[src/rtl/dmem_store_bridge_pkg.sv]
// Shared types and constants for the data-memory store bridge.
package dmem_bridge_pkg;

  localparam int ADDR_W   = 32;
  localparam int DATA_W   = 32;
  localparam int WORD_LSB = 2;

  typedef enum logic [1:0] {
    ST_IDLE  = 2'd0,
    ST_WRITE = 2'd1,
    ST_READ  = 2'd2
  } state_e;

  typedef struct packed {
    logic [ADDR_W-1:0] addr;
    logic [DATA_W-1:0] data;
  } entry_t;

endpackage

[src/rtl/dmem_store_bridge_if.sv]
// Core-side load/store port and external memory bus, bundled for the bridge.
interface dmem_store_bridge_if;
  import dmem_bridge_pkg::*;

  logic [ADDR_W-1:0] writeAddress;
  logic [DATA_W-1:0] data;
  logic              writeEnabled;
  logic [ADDR_W-1:0] readAddress;
  logic              readEnabled;
  logic [DATA_W-1:0] out;
  logic              stall;
  logic              bus_req;
  logic              bus_we;
  logic [ADDR_W-1:0] bus_addr;
  logic [DATA_W-1:0] bus_wdata;
  logic              bus_ack;
  logic [DATA_W-1:0] bus_rdata;

  modport slave (
    input  writeAddress, data, writeEnabled, readAddress, readEnabled,
    input  bus_ack, bus_rdata,
    output out, stall, bus_req, bus_we, bus_addr, bus_wdata
  );

  modport master (
    output writeAddress, data, writeEnabled, readAddress, readEnabled,
    output bus_ack, bus_rdata,
    input  out, stall, bus_req, bus_we, bus_addr, bus_wdata
  );

endinterface

[src/rtl/dmem_store_bridge_store_buffer.sv]
// In-order posted-store FIFO with a youngest-first word-address lookup.
module store_buffer
  import dmem_bridge_pkg::*;
#(
  parameter int DEPTH = 4
) (
  input  logic                     clk,
  input  logic                     reset,
  input  logic                     push_i,
  input  entry_t                   push_entry_i,
  input  logic                     pop_i,
  input  logic [ADDR_W-1:WORD_LSB] lookup_word_i,
  output logic                     full_o,
  output logic                     empty_o,
  output entry_t                   head_o,
  output logic                     hit_o,
  output logic [DATA_W-1:0]        hit_data_o
);

  localparam int PTR_W = $clog2(DEPTH);

  entry_t           mem_q [DEPTH];
  logic [PTR_W-1:0] head_q;
  logic [PTR_W-1:0] tail_q;
  logic [PTR_W:0]   count_q;
  logic [PTR_W-1:0] idx_s;
  logic             match_s;

  // Entry storage; contents are don't-care while not counted.
  always_ff @(posedge clk) begin
    if (push_i) begin
      mem_q[tail_q] <= push_entry_i;
    end
  end

  // Pointers and occupancy; simultaneous push and pop leave count unchanged.
  always_ff @(posedge clk or negedge reset) begin
    if (!reset) begin
      head_q  <= '0;
      tail_q  <= '0;
      count_q <= '0;
    end else begin
      if (push_i) begin
        tail_q <= tail_q + 1'b1;
      end
      if (pop_i) begin
        head_q <= head_q + 1'b1;
      end
      case ({push_i, pop_i})
        2'b10:   count_q <= count_q + 1'b1;
        2'b01:   count_q <= count_q - 1'b1;
        default: count_q <= count_q;
      endcase
    end
  end

  assign full_o  = (count_q == (PTR_W+1)'(DEPTH));
  assign empty_o = (count_q == '0);
  assign head_o  = mem_q[head_q];

  // Scan oldest to youngest so the last match, the youngest store, wins.
  always_comb begin
    hit_o      = 1'b0;
    hit_data_o = '0;
    idx_s      = '0;
    match_s    = 1'b0;
    for (int i = 0; i < DEPTH; i++) begin
      idx_s      = head_q + PTR_W'(i);
      match_s    = (i < int'(count_q)) &&
                   (mem_q[idx_s].addr[ADDR_W-1:WORD_LSB] == lookup_word_i);
      hit_data_o = match_s ? mem_q[idx_s].data : hit_data_o;
      hit_o      = hit_o | match_s;
    end
  end

endmodule

[src/rtl/dmem_store_bridge.sv]
// Data-memory bridge: posts stores into a buffer, forwards loads from it,
// and arbitrates buffer drains and load misses onto a single memory bus.
module dmem_store_bridge
  import dmem_bridge_pkg::*;
#(
  parameter int DEPTH = 4
) (
  input  logic                clk,
  input  logic                reset,
  dmem_store_bridge_if.slave  bridge_if
);

  state_e            state_q, state_d;
  logic [DATA_W-1:0] out_q, out_d;
  logic              load_done_q, load_done_d;
  logic              bus_req_q, bus_req_d;
  logic              bus_we_q, bus_we_d;
  logic [ADDR_W-1:0] bus_addr_q, bus_addr_d;
  logic [DATA_W-1:0] bus_wdata_q, bus_wdata_d;

  logic              full_s, empty_s, buf_hit_s, push_s, pop_s;
  logic              inc_hit_s, hit_s, miss_s, stall_s;
  logic [DATA_W-1:0] buf_data_s, fwd_data_s;
  entry_t            head_s;
  entry_t            push_entry_s;

  assign push_s       = bridge_if.writeEnabled & ~full_s;
  assign push_entry_s = '{addr: bridge_if.writeAddress, data: bridge_if.data};

  store_buffer #(.DEPTH(DEPTH)) u_sb (
    .clk           (clk),
    .reset         (reset),
    .push_i        (push_s),
    .push_entry_i  (push_entry_s),
    .pop_i         (pop_s),
    .lookup_word_i (bridge_if.readAddress[ADDR_W-1:WORD_LSB]),
    .full_o        (full_s),
    .empty_o       (empty_s),
    .head_o        (head_s),
    .hit_o         (buf_hit_s),
    .hit_data_o    (buf_data_s)
  );

  // The store presented this cycle is younger than anything buffered.
  assign inc_hit_s  = bridge_if.writeEnabled &&
                      (bridge_if.writeAddress[ADDR_W-1:WORD_LSB] ==
                       bridge_if.readAddress[ADDR_W-1:WORD_LSB]);
  assign fwd_data_s = inc_hit_s ? bridge_if.data : buf_data_s;
  assign hit_s      = bridge_if.readEnabled & (inc_hit_s | buf_hit_s);
  assign miss_s     = bridge_if.readEnabled & ~hit_s & ~load_done_q;
  assign stall_s    = reset & ((bridge_if.writeEnabled & full_s) | miss_s);

  // Next-state, bus launch and load-result selection.
  always_comb begin
    state_d     = state_q;
    bus_req_d   = bus_req_q;
    bus_we_d    = bus_we_q;
    bus_addr_d  = bus_addr_q;
    bus_wdata_d = bus_wdata_q;
    pop_s       = 1'b0;
    if (hit_s) begin
      out_d = fwd_data_s;
    end else begin
      out_d = out_q;
    end
    if (load_done_q && !stall_s) begin
      load_done_d = 1'b0;
    end else begin
      load_done_d = load_done_q;
    end
    case (state_q)
      ST_IDLE: begin
        if (miss_s) begin
          state_d    = ST_READ;
          bus_req_d  = 1'b1;
          bus_we_d   = 1'b0;
          bus_addr_d = bridge_if.readAddress;
        end else if (!empty_s) begin
          state_d     = ST_WRITE;
          bus_req_d   = 1'b1;
          bus_we_d    = 1'b1;
          bus_addr_d  = head_s.addr;
          bus_wdata_d = head_s.data;
        end else begin
          state_d = ST_IDLE;
        end
      end
      ST_WRITE: begin
        if (bridge_if.bus_ack) begin
          pop_s     = 1'b1;
          bus_req_d = 1'b0;
          state_d   = ST_IDLE;
        end else begin
          state_d = ST_WRITE;
        end
      end
      ST_READ: begin
        if (bridge_if.bus_ack) begin
          out_d       = bridge_if.bus_rdata;
          load_done_d = 1'b1;
          bus_req_d   = 1'b0;
          state_d     = ST_IDLE;
        end else begin
          state_d = ST_READ;
        end
      end
      default: begin
        state_d   = ST_IDLE;
        bus_req_d = 1'b0;
      end
    endcase
  end

  // State, load result and bus registers.
  always_ff @(posedge clk or negedge reset) begin
    if (!reset) begin
      state_q     <= ST_IDLE;
      out_q       <= '0;
      load_done_q <= 1'b0;
      bus_req_q   <= 1'b0;
      bus_we_q    <= 1'b0;
      bus_addr_q  <= '0;
      bus_wdata_q <= '0;
    end else begin
      state_q     <= state_d;
      out_q       <= out_d;
      load_done_q <= load_done_d;
      bus_req_q   <= bus_req_d;
      bus_we_q    <= bus_we_d;
      bus_addr_q  <= bus_addr_d;
      bus_wdata_q <= bus_wdata_d;
    end
  end

  assign bridge_if.out       = out_q;
  assign bridge_if.stall     = stall_s;
  assign bridge_if.bus_req   = bus_req_q;
  assign bridge_if.bus_we    = bus_we_q;
  assign bridge_if.bus_addr  = bus_addr_q;
  assign bridge_if.bus_wdata = bus_wdata_q;

endmodule

[src/flat_wrapper.sv]
// flat-port wrapper written by rule: the top's interface ports become plain ports
module dmem_store_bridge_flat import dmem_bridge_pkg::*;
#(
  parameter int DEPTH = 4
)
  (clk, reset, bridge_if_writeAddress, bridge_if_data, bridge_if_writeEnabled, bridge_if_readAddress, bridge_if_readEnabled, bridge_if_bus_ack, bridge_if_bus_rdata, bridge_if_out, bridge_if_stall, bridge_if_bus_req, bridge_if_bus_we, bridge_if_bus_addr, bridge_if_bus_wdata);
  dmem_store_bridge_if bridge_if_i ();
  input  logic clk;
  input  logic reset;
  input wire logic [$bits(bridge_if_i.writeAddress)-1:0] bridge_if_writeAddress;
  input wire logic [$bits(bridge_if_i.data)-1:0] bridge_if_data;
  input wire logic [$bits(bridge_if_i.writeEnabled)-1:0] bridge_if_writeEnabled;
  input wire logic [$bits(bridge_if_i.readAddress)-1:0] bridge_if_readAddress;
  input wire logic [$bits(bridge_if_i.readEnabled)-1:0] bridge_if_readEnabled;
  input wire logic [$bits(bridge_if_i.bus_ack)-1:0] bridge_if_bus_ack;
  input wire logic [$bits(bridge_if_i.bus_rdata)-1:0] bridge_if_bus_rdata;
  output wire logic [$bits(bridge_if_i.out)-1:0] bridge_if_out;
  output wire logic [$bits(bridge_if_i.stall)-1:0] bridge_if_stall;
  output wire logic [$bits(bridge_if_i.bus_req)-1:0] bridge_if_bus_req;
  output wire logic [$bits(bridge_if_i.bus_we)-1:0] bridge_if_bus_we;
  output wire logic [$bits(bridge_if_i.bus_addr)-1:0] bridge_if_bus_addr;
  output wire logic [$bits(bridge_if_i.bus_wdata)-1:0] bridge_if_bus_wdata;
  assign bridge_if_i.writeAddress = bridge_if_writeAddress;
  assign bridge_if_i.data = bridge_if_data;
  assign bridge_if_i.writeEnabled = bridge_if_writeEnabled;
  assign bridge_if_i.readAddress = bridge_if_readAddress;
  assign bridge_if_i.readEnabled = bridge_if_readEnabled;
  assign bridge_if_i.bus_ack = bridge_if_bus_ack;
  assign bridge_if_i.bus_rdata = bridge_if_bus_rdata;
  assign bridge_if_out = bridge_if_i.out;
  assign bridge_if_stall = bridge_if_i.stall;
  assign bridge_if_bus_req = bridge_if_i.bus_req;
  assign bridge_if_bus_we = bridge_if_i.bus_we;
  assign bridge_if_bus_addr = bridge_if_i.bus_addr;
  assign bridge_if_bus_wdata = bridge_if_i.bus_wdata;
  dmem_store_bridge #(.DEPTH(DEPTH)) u_core (.clk(clk), .reset(reset), .bridge_if(bridge_if_i));
endmodule
[config.mk]
export PLATFORM = sky130hd
export DESIGN_NAME = dmem_store_bridge_flat
export DESIGN_NICKNAME = d
export VERILOG_FILES = /design/src/rtl/dmem_store_bridge_pkg.sv /design/src/rtl/dmem_store_bridge_if.sv /design/src/rtl/dmem_store_bridge_store_buffer.sv /design/src/rtl/dmem_store_bridge.sv /design/src/flat_wrapper.sv
export SDC_FILE = /design/constraint.sdc
export NUM_CORES = 1
export LEC_CHECK = 0
export ABC_AREA = 1
export CAP_MARGIN = 20
export CELL_PAD_IN_SITES_DETAIL_PLACEMENT = 0
export CELL_PAD_IN_SITES_GLOBAL_PLACEMENT = 1
export CORE_UTILIZATION = 44
export CTS_BUF_LIST = sky130_fd_sc_hd__clkbuf_8
export CTS_CLUSTER_DIAMETER = 120
export DETAILED_ROUTE_END_ITERATION = 8
export DONT_BUFFER_PORTS = 1
export PLACE_DENSITY_LB_ADDON = 0.1
export SYNTH_ARGS = -nofsm -noshare
export SYNTH_HDL_FRONTEND = slang
export SYNTH_SLANG_ARGS = --single-unit
[constraint.sdc]
create_clock -name clk -period 4.4 [get_ports clk]
set_input_delay 1.32 -clock clk [delete_from_list [all_inputs] [get_ports clk]]
set_output_delay 1.32 -clock clk [all_outputs]
set_load 0.03 [all_outputs]
==> results.json <==
{
  "crit_path_end_kind": "output port",
  "antenna_found_initial": 2,
  "grt_max_degree": 111,
  "ys_seq_area_frac": 0.447,
  "htreeDepth": 3,
  "status": "finished, violations left",
  "yosys-top-cells-area": "edfxtp_1 (33%), nand2_1 (21%), dfrtp_1 (12%)",
  "synth.largest_area_cell": "edfxtp_1",
  "setup_tns_ns": -0.129,
  "finish.instance_area_um2": 28000,
  "clk_path_buf_depth": 3,
  "drc": 0,
  "die_h_um": 232,
  "busiest_layer": "met2",
  "hold_buffers": 0,
  "failed_checks": "negative setup slack",
  "yosys_warnings": 0,
  "post-route-util": 0.542,
  "crit_type": "flip-flop to output port",
  "drive_above_1_share": 0.159,
  "power_density_nw_per_um2": 792,
  "clk_pin_slew_ns": 0.06,
  "finalWirelength_um": 92500,
  "seqPwrFrac": 0.276,
  "track_usage": 0.338,
  "hold_class": "input port to async pin",
  "syn_area_um2": 23300,
  "slew_viol_final": 0,
  "grtUsageMet3": 0.0684,
  "gp_congestion": 1.00,
  "use_met2": 0.564,
  "clock-sinks": 364,
  "intPower_mw": 11.2,
  "grtUsageMet1": 0.411,
  "synth_fp_nets": 3380,
  "numCtsBuffers": 70,
  "first_pass_iters": 6,
  "clkLatencyLatePin_ns": 0.69,
  "hpwl_um": 56300,
  "p_leak_nw": 13.4,
  "start_util": 0.450,
  "die_w_um": 232,
  "pwr-share-comb": 0.571,
  "clkPwrFrac": 0.153,
  "first_iter_violations": 1991,
  "vias": 22700,
  "ant_nets": 0,
  "die_area_um2": 53800,
  "required_ns": 3.08,
  "skew_ns": 0.0429,
  "place_ws_ns": 0.0636,
  "area_growth_pct": 20.5,
  "p_sw_mw": 11.0,
  "netlist_instances": 3234,
  "port_buffers": 0,
  "avgRoutedWirePerCell_um": 22.9,
  "grt_pass1_wl_um": 134000,
  "globalRouteOverflowTotal": 0,
  "tightest_slew_ns": 0.897,
  "cts_tree": "yes",
  "fin_crit_sh": 1.03,
  "ys_ff_latch": 364,
  "slew-limit-headroom": 0.402,
  "dpl_cell_area_um2": 24200,
  "startpoint_type": "flip-flop",
  "finalSetupViolCount": 1,
  "synth_area_per_cell_um2": 7.19,
  "cap_violations": 0,
  "ys_types": 36,
  "critPathMaxFanout": 13,
  "fin_crit_ns": 4.53,
  "finalNetCount": 3447,
  "synth_top_cell_area_share": 0.331,
  "max_freq_mhz": 221,
  "p_sw_frac": 0.494,
  "final-hold-violation-count": 0,
  "rsz0062_at_grt": "yes",
  "critPathArrivalTime_ns": 3.21,
  "core_area_um2": 51700,
  "cts-root-buf": "clkbuf_8",
  "fin_ws_ns": -0.129,
  "placementRows": 83,
  "ir_drop_v": 0.000437,
  "ios": 232,
  "grt_pass1_vias": 21600,
  "vias_per_cell": 5.63,
  "final_common_cell": "nand2_1",
  "final_cell_mix": "nand2_1 (1214), nand3_1 (298), inv_1 (277)"
}
[worst max-delay path, cell delays in order (launching register included)]
cell and delay, ns:
dfrtp_4 0.54, inv_8 0.12, buf_12 0.17, buf_16 0.17
buf_4 0.12, nand3_1 0.09, nand3_1 0.18, nand2_1 0.12
nor2_4 0.14, nand2_1 0.07, nor2_1 0.12, nand2_1 0.12
nor2_4 0.17, nor2_4 0.05, nand3_4 0.09, a21boi_4 0.07
buf_6 0.15
[sequential cells by signal (all words and copies together), names as in the netlist]
signal	cells
u_core.state_q	2
u_core.bridge_if.bus_addr	32
u_core.bridge_if.bus_wdata	32
u_core.bridge_if.bus_we	1
u_core.load_done_q	1
u_core.bridge_if.bus_req	1
u_core.u_sb.head_q	2
u_core.u_sb.mem_q	256
u_core.bridge_if.out	32
u_core.u_sb.tail_q	2
u_core.u_sb.count_q	3
[kinds of logic after synthesis]
logic type / synth area share
AO/OA/AOI/OAI: 0.0894
XOR/XNOR: 0.00603
adder cells (fa/ha/maj): 0.00700
buffers and inverters: 0.0811
flip-flops: 0.447
multiplexers: 0.0275
AND/OR/NAND/NOR: 0.342
[per-stage QoR]
stage	power [mW]	instances	hold slack (ns)
6_report	22.2	4041	0.343
5_1_grt	23.5	4041	0.297
4_1_cts	21.9	4028	0.294
3_5_place_dp	15.8	3822	0.533
3_3_place_gp	15.8	3822	0.498
2_1_floorplan	12.8	3234	0.469
[timing repair]
item | CTS | global route
cloned | 28 | 5
buffers inserted | 52 | 10
resized for setup | 206 | 92
setup endpoints to repair | 1 | 33
pin swaps | 66 | 47
[power groups by stage]
| stage | registers [mW] | clock network (mW) | logic, mW |
|---|---|---|---|
| CTS | 6.13 | 3.45 | 12.3 |
| global route | 6.23 | 3.58 | 13.6 |
| global placement | 6.18 | 0 | 9.57 |
| finish | 6.14 | 3.39 | 12.7 |
| floorplan | 6.04 | 0 | 6.73 |
| detailed placement | 6.19 | 0 | 9.63 |
[metal layers]
metal  part of all wire  wire [um]
met4              0.054       4970
met2               0.48      44000
met3              0.072       6620
met1               0.40      36900
met5                  0          0
[cell usage after synthesis]
cell,number
nand2_1,1324
nand3_1,338
inv_1,257
edfxtp_1,256
nor2_1,189
o21ai_0,164
a21oi_1,133
dfrtp_1,108
clkbuf_1,79
buf_2,65
mux2i_1,64
nand4_1,43
o21ai_1,39
or2_2,35
o21a_1,32
buf_4,21
buf_1,18
ha_1,13
xor2_1,11
o22ai_1,7
buf_6,6
o211ai_1,6
xnor2_1,5
nand2_2,3
o2111ai_1,3
a21boi_0,2
a22o_1,2
inv_2,2
nor2_2,2
a221oi_1,1
and2_1,1
nand3_2,1
nand3_4,1
nand3b_1,1
nand4_2,1
nor2_4,1
[worst paths after layout]
kind / from / end / slack (ns) / cells after the start
worst max-delay path: u_core.u_sb.head_q[1] / bridge_if_stall / -0.13 / 16
worst min-delay path: reset / u_core.bridge_if.out[10] / 0.34 / 0
worst max register to register: u_core.u_sb.head_q[0] / u_core.bridge_if.out[21] / 0.04 / 34
worst min register to register: u_core.u_sb.count_q[0] / u_core.u_sb.count_q[0] / 0.55 / 1
max in group asynchronous: reset / u_core.bridge_if.bus_addr[3] / 3.70 / 0
min in group clk: u_core.u_sb.count_q[0] / u_core.u_sb.count_q[0] / 0.55 / 1
[cell type report]
| class | count | area (um^2) |
|---|---|---|
| inverter | 259 | 996 |
| sequential | 364 | 10400 |
| clock buffer | 82 | 1130 |
| fill | 4933 | 23700 |
| clock inverter | 48 | 272 |
| multi-input combinational | 2422 | 11900 |
| antenna | 2 | 5.00 |
| timing repair buffer | 184 | 2520 |
| tap | 680 | 851 |
Note: power is estimated with default switching activity, not from simulation.
